`config.mk`:
```
export PLATFORM = sky130hd
export DESIGN_NAME = video_arith_arbiter
export DESIGN_NICKNAME = d
export VERILOG_FILES = /design/src/rtl/video_arith_arbiter.sv
export SDC_FILE = /design/constraint.sdc
export NUM_CORES = 1
export LEC_CHECK = 0
export CAP_MARGIN = 15
export CORE_ASPECT_RATIO = 0.5
export CORE_MARGIN = 2
export CORE_UTILIZATION = 50
export CTS_CLUSTER_SIZE = 24
export DETAILED_ROUTE_END_ITERATION = 16
export GPL_TIMING_DRIVEN = 0
export HOLD_SLACK_MARGIN = 0.06
export PLACE_DENSITY = 0.74
export SKIP_LAST_GASP = 1
export SLEW_MARGIN = 10
export SYNTH_ARGS = -nofsm -noshare
export SYNTH_HDL_FRONTEND = slang
export SYNTH_SLANG_ARGS = --single-unit
```
`constraint.sdc`:
```
create_clock -name CLK_VIDEO -period 4.31 [get_ports CLK_VIDEO]
set_input_delay 0.862 -clock CLK_VIDEO [delete_from_list [all_inputs] [get_ports CLK_VIDEO]]
set_output_delay 0.862 -clock CLK_VIDEO [all_outputs]
set_load 0.01 [all_outputs]
```
`src/rtl/video_arith_arbiter.sv`:
```
// Round-robin arbiter sharing one sequential 12x12 multiplier and one 24/12 divider among NREQ clients.
// Optional macro VIDEO_ARITH_PRIO0_EN gives client 0 absolute priority over the round-robin clients.

// Shift-add multiplier, one multiplier bit per cycle; deliberately has no reset.
module sys_umul #(
  parameter int AW = 12,
  parameter int BW = 12
) (
  input  logic               clk,
  input  logic               start,
  input  logic [AW-1:0]      a,
  input  logic [BW-1:0]      b,
  output logic               run,
  output logic [AW+BW-1:0]   p
);
  localparam int CW = $clog2(BW + 1);

  logic [AW+BW-1:0] acc_q, acc_d, mc_q, mc_d;
  logic [BW-1:0]    mp_q, mp_d;
  logic [CW-1:0]    cnt_q, cnt_d;

  // Next-state for the shift-add iteration.
  always_comb begin
    acc_d = acc_q;
    mc_d  = mc_q;
    mp_d  = mp_q;
    cnt_d = cnt_q;
    if (start) begin
      acc_d = '0;
      mc_d  = {{BW{1'b0}}, a};
      mp_d  = b;
      cnt_d = CW'(BW);
    end else if (cnt_q != '0) begin
      acc_d = mp_q[0] ? (acc_q + mc_q) : acc_q;
      mc_d  = mc_q << 1;
      mp_d  = mp_q >> 1;
      cnt_d = cnt_q - CW'(1);
    end else begin
      cnt_d = cnt_q;
    end
  end

  // Engine state register.
  always_ff @(posedge clk) begin
    acc_q <= acc_d;
    mc_q  <= mc_d;
    mp_q  <= mp_d;
    cnt_q <= cnt_d;
  end

  assign run = (cnt_q != '0);
  assign p   = acc_q;
endmodule

// Restoring divider, one quotient bit per cycle; deliberately has no reset.
module sys_udiv #(
  parameter int NW = 24,
  parameter int DW = 12
) (
  input  logic          clk,
  input  logic          start,
  input  logic [NW-1:0] n,
  input  logic [DW-1:0] d,
  output logic          run,
  output logic [NW-1:0] q
);
  localparam int CW = $clog2(NW + 1);

  logic [DW-1:0] rem_q, rem_d, den_q, den_d;
  logic [NW-1:0] quo_q, quo_d;
  logic [CW-1:0] cnt_q, cnt_d;
  logic [DW:0]   shl_s;

  // Next-state for one restoring step: shift in the next numerator bit, subtract if it fits.
  always_comb begin
    rem_d = rem_q;
    den_d = den_q;
    quo_d = quo_q;
    cnt_d = cnt_q;
    shl_s = {rem_q, quo_q[NW-1]};
    if (start) begin
      rem_d = '0;
      den_d = d;
      quo_d = n;
      cnt_d = CW'(NW);
    end else if (cnt_q != '0) begin
      if (shl_s >= {1'b0, den_q}) begin
        rem_d = DW'(shl_s - {1'b0, den_q});
        quo_d = {quo_q[NW-2:0], 1'b1};
      end else begin
        rem_d = shl_s[DW-1:0];
        quo_d = {quo_q[NW-2:0], 1'b0};
      end
      cnt_d = cnt_q - CW'(1);
    end else begin
      cnt_d = cnt_q;
    end
  end

  // Engine state register.
  always_ff @(posedge clk) begin
    rem_q <= rem_d;
    den_q <= den_d;
    quo_q <= quo_d;
    cnt_q <= cnt_d;
  end

  assign run = (cnt_q != '0);
  assign q   = quo_q;
endmodule

module video_arith_arbiter #(
  parameter int NREQ = 2
) (
  input  logic                 CLK_VIDEO,
  input  logic                 RESET_N,
  input  logic [NREQ-1:0]      req,
  input  logic [NREQ-1:0]      op,
  input  logic [NREQ*24-1:0]   arg_a,
  input  logic [NREQ*12-1:0]   arg_b,
  output logic [NREQ-1:0]      gnt,
  output logic [NREQ-1:0]      done,
  output logic [23:0]          res,
  output logic                 div0,
  output logic                 busy
);
  localparam int PW = (NREQ > 1) ? $clog2(NREQ) : 1;

  typedef enum logic [2:0] {ST_IDLE, ST_START, ST_WAIT, ST_CAPT, ST_DIV0} state_t;

  state_t          state_q, state_d;
  logic [PW-1:0]   ptr_q, ptr_d, win_q, win_d;
  logic            op_q, op_d, start_q, start_d;
  logic [23:0]     a_q, a_d, res_q, res_d;
  logic [11:0]     b_q, b_d;
  logic [NREQ-1:0] gnt_q, gnt_d, done_q, done_d;
  logic            div0_q, div0_d, busy_q, busy_d;

  logic [NREQ-1:0] rr_req_s;
  logic [PW-1:0]   win_s;
  logic            found_s, prio_hit_s;
  logic            mul_run_s, div_run_s, eng_run_s;
  logic [23:0]     mul_p_s, div_q_s, eng_res_s;

  sys_umul #(.AW(12), .BW(12)) u_mul (
    .clk   (CLK_VIDEO),
    .start (start_q & ~op_q),
    .a     (a_q[11:0]),
    .b     (b_q),
    .run   (mul_run_s),
    .p     (mul_p_s)
  );

  sys_udiv #(.NW(24), .DW(12)) u_div (
    .clk   (CLK_VIDEO),
    .start (start_q & op_q),
    .n     (a_q),
    .d     (b_q),
    .run   (div_run_s),
    .q     (div_q_s)
  );

  assign eng_run_s = op_q ? div_run_s : mul_run_s;
  assign eng_res_s = op_q ? div_q_s : mul_p_s;

  // Winner search: first requester after the pointer, wrapping modulo NREQ.
  always_comb begin
    rr_req_s   = req;
    win_s      = '0;
    found_s    = 1'b0;
    prio_hit_s = 1'b0;
`ifdef VIDEO_ARITH_PRIO0_EN
    rr_req_s[0] = 1'b0;
`endif
    for (int k = 1; k <= NREQ; k++) begin
      if (!found_s && rr_req_s[(int'(ptr_q) + k) % NREQ]) begin
        found_s = 1'b1;
        win_s   = PW'((int'(ptr_q) + k) % NREQ);
      end else begin
        found_s = found_s;
      end
    end
`ifdef VIDEO_ARITH_PRIO0_EN
    if (req[0]) begin
      prio_hit_s = 1'b1;
      found_s    = 1'b1;
      win_s      = '0;
    end else begin
      prio_hit_s = 1'b0;
    end
`endif
  end

  // Operation sequencer: next state and registered outputs.
  always_comb begin
    state_d = state_q;
    ptr_d   = ptr_q;
    win_d   = win_q;
    op_d    = op_q;
    a_d     = a_q;
    b_d     = b_q;
    start_d = 1'b0;
    gnt_d   = gnt_q;
    done_d  = '0;
    res_d   = res_q;
    div0_d  = div0_q;
    case (state_q)
      ST_IDLE: begin
        // A run flag may still be high from an operation interrupted by reset.
        if (found_s && !mul_run_s && !div_run_s) begin
          win_d        = win_s;
          ptr_d        = prio_hit_s ? ptr_q : win_s;
          op_d         = op[win_s];
          a_d          = arg_a[int'(win_s)*24 +: 24];
          b_d          = arg_b[int'(win_s)*12 +: 12];
          gnt_d        = '0;
          gnt_d[win_s] = 1'b1;
          if (op[win_s] && (arg_b[int'(win_s)*12 +: 12] == 12'd0)) begin
            state_d = ST_DIV0;
          end else begin
            state_d = ST_START;
            start_d = 1'b1;
          end
        end else begin
          state_d = ST_IDLE;
        end
      end
      ST_START: state_d = ST_WAIT;
      ST_WAIT: begin
        if (!start_q && !eng_run_s) begin
          state_d = ST_CAPT;
          if (req[win_q]) begin
            res_d         = eng_res_s;
            div0_d        = 1'b0;
            done_d[win_q] = 1'b1;
          end else begin
            res_d = res_q;
          end
        end else begin
          state_d = ST_WAIT;
        end
      end
      ST_DIV0: begin
        state_d = ST_CAPT;
        if (req[win_q]) begin
          res_d         = 24'hFFFFFF;
          div0_d        = 1'b1;
          done_d[win_q] = 1'b1;
        end else begin
          res_d = res_q;
        end
      end
      ST_CAPT: begin
        gnt_d   = '0;
        state_d = ST_IDLE;
      end
      default: begin
        gnt_d   = '0;
        state_d = ST_IDLE;
      end
    endcase
    busy_d = (state_d != ST_IDLE);
  end

  // Control and output registers.
  always_ff @(posedge CLK_VIDEO or negedge RESET_N) begin
    if (!RESET_N) begin
      state_q <= ST_IDLE;
      ptr_q   <= PW'(NREQ - 1);
      win_q   <= '0;
      op_q    <= 1'b0;
      a_q     <= 24'd0;
      b_q     <= 12'd0;
      start_q <= 1'b0;
      gnt_q   <= '0;
      done_q  <= '0;
      res_q   <= 24'd0;
      div0_q  <= 1'b0;
      busy_q  <= 1'b0;
    end else begin
      state_q <= state_d;
      ptr_q   <= ptr_d;
      win_q   <= win_d;
      op_q    <= op_d;
      a_q     <= a_d;
      b_q     <= b_d;
      start_q <= start_d;
      gnt_q   <= gnt_d;
      done_q  <= done_d;
      res_q   <= res_d;
      div0_q  <= div0_d;
      busy_q  <= busy_d;
    end
  end

  assign gnt  = gnt_q;
  assign done = done_q;
  assign res  = res_q;
  assign div0 = div0_q;
  assign busy = busy_q;
endmodule
```
==> summary.txt <==
Worst Max-Slew Pin Slew: 1.15 ns
Reg-to-reg endpoint: res[10]
Sequential Power Share: 0.381
Die area: 20500 sq um
Pleak: 5.12 nW
Core area: 18700 sq um
Max-slew violations: 0
Synthesized instance count: 1051
Period utilization: 0.735
Die Y: 102 um
Outcome: finished, final reports clean
Switching share of power: 0.385
Crit path time final: 3.17 ns
Rel. slew slack: 0.234
Root Driver: clkbuf_16
Maximum VDD drop: 304 uV
Setup ws final: 1.14 ns
Share of cells above drive strength 1: 0.0394
Max_cap viols: 0
Part of the Yosys area used for sequential elements: 0.494
Detailed Place HPWL: 19000 um
Int Power: 5.38 mW
CP arrival: 3.52 ns
Via count: 8121
Tightest hold margin: 0.322 ns
DRC viols: 0
CP Capture Type: register
Flop2flop setup slack: 1.14 ns
GRT Residual Overflow: 0
Post-synth EDFFs: 60
Vias in the first global route: 7909
Pwr Density: 748 nW/um^2
Nets: 1299
Net switching power: 3.37 mW
Syn_area_per_cell: 9.19 sq um
Starting Density: 0.518
Yosys reg bits: 190
Clock skew: 0.00913 ns
Largest net degree at the start of global routing: 54
Syn Nets: 1170
TritonCTS clock tree: done
Worst R2R Start: u_div.cnt_q[0]
Postcts setup bufs: 0
Critical path class: reg2reg
HP Class: in2async
Routed wire length: 25700 um
Iteration-0 DRC Markers: 574
Row Count: 35
Total global-route track usage: 0.256
RSZ-0062 raised after global routing: false
Synth unique cells: 55
Worst Path Required: 4.66 ns
Post-synth top area share: 0.187
Drt wl/cell: 17.7 um
Antenna violations before repair: 0
CTS Buf Count: 17
First-pass GRT wire length: 40800 um
Vias/cell: 5.59
# setup viols final: 0
CTS-repair resized insts: 0
Maximum clock rate: 0.316 GHz
Synth warnings: 0
ANT nets after route: 0
# diodes: 0
Clock-pin slew on the worst setup and hold paths: 0.07 ns
Longest Clk Path Bufs: 2
Combinational power share: 0.432
Leading area contributor after synthesis: dfrtp_1
Ranking of synthesized cells by area: dfrtp_1 (19%), edfxtp_1 (19%), dfxtp_1 (12%)
Port Buffer Count: 107
Synthesized cell area: 9660 sq um
Layout area overhead: 21.2%
Routability Congestion: 0.909
CTS Hold Bufs: 0
CTS Sinks: 190
Startpoint Class: register
Clock power share: 0.187
Hold Vio Cnt, Final: 0
Clk_lat worst skew: 0.44 ns
Worst r2r path cells: 10
Worst-path maximum fanout: 10
Pre-antenna DRT Iters: 5
CTS H-tree depth: 4
Post-synth top flop: dfrtp_1
Chip Width: 201 um
Async set or reset register ratio after synthesis: 0.384
Pre-CTS setup slack: 0.994 ns
I/O Pins: 108
==> cells by family after synthesis <==
family          count (synthesis)  share of synthesized area
compound gates                229                      0.135
xor+xnor                       27                     0.0245
fa+ha+maj                      41                     0.0547
buf+inv                        85                     0.0342
flops                         190                      0.494
mux                            71                     0.0739
simple gates                  408                      0.184
==> cell usage after synthesis (all sizes together) (3+ instances only) <==
| library cell | instances |
|---|---|
| o21ai | 87 |
| a31oi | 32 |
| o21bai | 3 |
| a211oi | 6 |
| xnor2 | 18 |
| nand3 | 13 |
| dfrtp | 72 |
| nor2b | 7 |
| mux2i | 69 |
| or3 | 5 |
| or4 | 4 |
| nor4 | 3 |
| buf | 10 |
| o21a | 6 |
| inv | 28 |
| ha | 39 |
| nand4 | 8 |
| and4 | 3 |
| a21o | 7 |
| and2 | 8 |
| nor3 | 17 |
| nand2b | 6 |
| o31a | 4 |
| nor2 | 56 |
| xor2 | 9 |
| dfxtp | 57 |
| nor4b | 5 |
| nand2 | 259 |
| or2 | 4 |
| o211ai | 4 |
| clkbuf | 47 |
| a21oi | 70 |
| edfxtp | 60 |
==> metrics by stage <==
stage	total power [mW]	cells	util	setup TNS, ns	area, sq um
2_1_floorplan	5.89	1051	-	0	9660
3_3_place_gp	6.93	1417	0.592	-21.91	11100
3_5_place_dp	7.06	1418	0.594	0	11100
4_1_cts	8.71	1450	0.626	0	11700
5_1_grt	9.42	1452	0.627	0	11700
6_report	8.76	1452	0.627	0	11700
==> metal layers <==
metal,global-route usage,vias up,share of wire
met4,0.0775,0,0.015
met1,0.342,3918,0.46
met3,0.0469,31,0.060
met2,0.434,231,0.47
met5,0,-,0
li1,-,3941,-
==> registers in the layout (all words and copies together) (netlist names), 12 cells and up <==
register,count
res,24
u_div.q,24
u_mul.mp_q,12
u_mul.p,24
u_div.den_q,12
b_q,12
u_div.rem_q,12
a_q,24
u_mul.mc_q,24
==> worst max-delay path, cell delays in order (launching register included) <==
cell and delay (ns):
dfxtp_1 0.32, inv_1 0.11, ha_1 0.21, nor4b_1 0.78, nand2_1 0.13, o21ai_0 0.14, a21oi_1 0.17, a21oi_1 0.42
clkbuf_1 0.53, nor2_1 0.08, a31oi_1 0.18
==> power groups by stage <==
stage	clock, mW	sequential (mW)	combinational, mW
6_report	1.64	3.34	3.78
3_5_place_dp	0	3.34	3.71
4_1_cts	1.64	3.32	3.74
3_3_place_gp	0	3.33	3.61
5_1_grt	1.72	3.42	4.27
2_1_floorplan	0	3.19	2.70
==> layout by cell type, fill, tap and decap left out, types with 7 or more instances in the layout <==
cell type and n:
clkdlybuf4s50_1 106, ha_1 39, clkbuf_1 49, a21oi_1 70
nand2_1 259, mux2i_1 69, o21ai_0 80, xnor2_1 18
a31oi_1 32, nor2b_1 7, dfxtp_1 57, nor3_1 17
o21ai_1 7, nor2_1 56, dfrtp_1 72, clkbuf_16 17
xor2_1 9, inv_1 28, nand3_1 13, edfxtp_1 60
nand4_1 8, and2_1 8, a21o_1 7
==> how the worst max path moves through the flow <==
stage                     slack (ns)            from  cells past startpoint        endpoint
after floorplan                 2.02            op_q                      5   u_mul.mc_q[0]
after global placement         -0.31         RESET_N                      1          b_q[7]
after detailed placement        0.99            op_q                      5   u_mul.mp_q[9]
after CTS                       0.94            op_q                      5  u_mul.mp_q[11]
after global routing            0.85  u_div.cnt_q[0]                     10         res[16]
final                           1.14  u_div.cnt_q[0]                     10         res[10]
==> layout make-up <==
| class | instances | area, sq um |
|---|---|---|
| buffer | 57 | 225 |
| clock buffer | 19 | 433 |
| clock inverter | 13 | 161 |
| fill | 1615 | 6950 |
| inverter | 28 | 105 |
| multi-input combinational | 776 | 4560 |
| sequential | 190 | 4770 |
| tap | 259 | 324 |
| timing repair buffer | 110 | 1130 |
(Power assumes the default switching activity.)
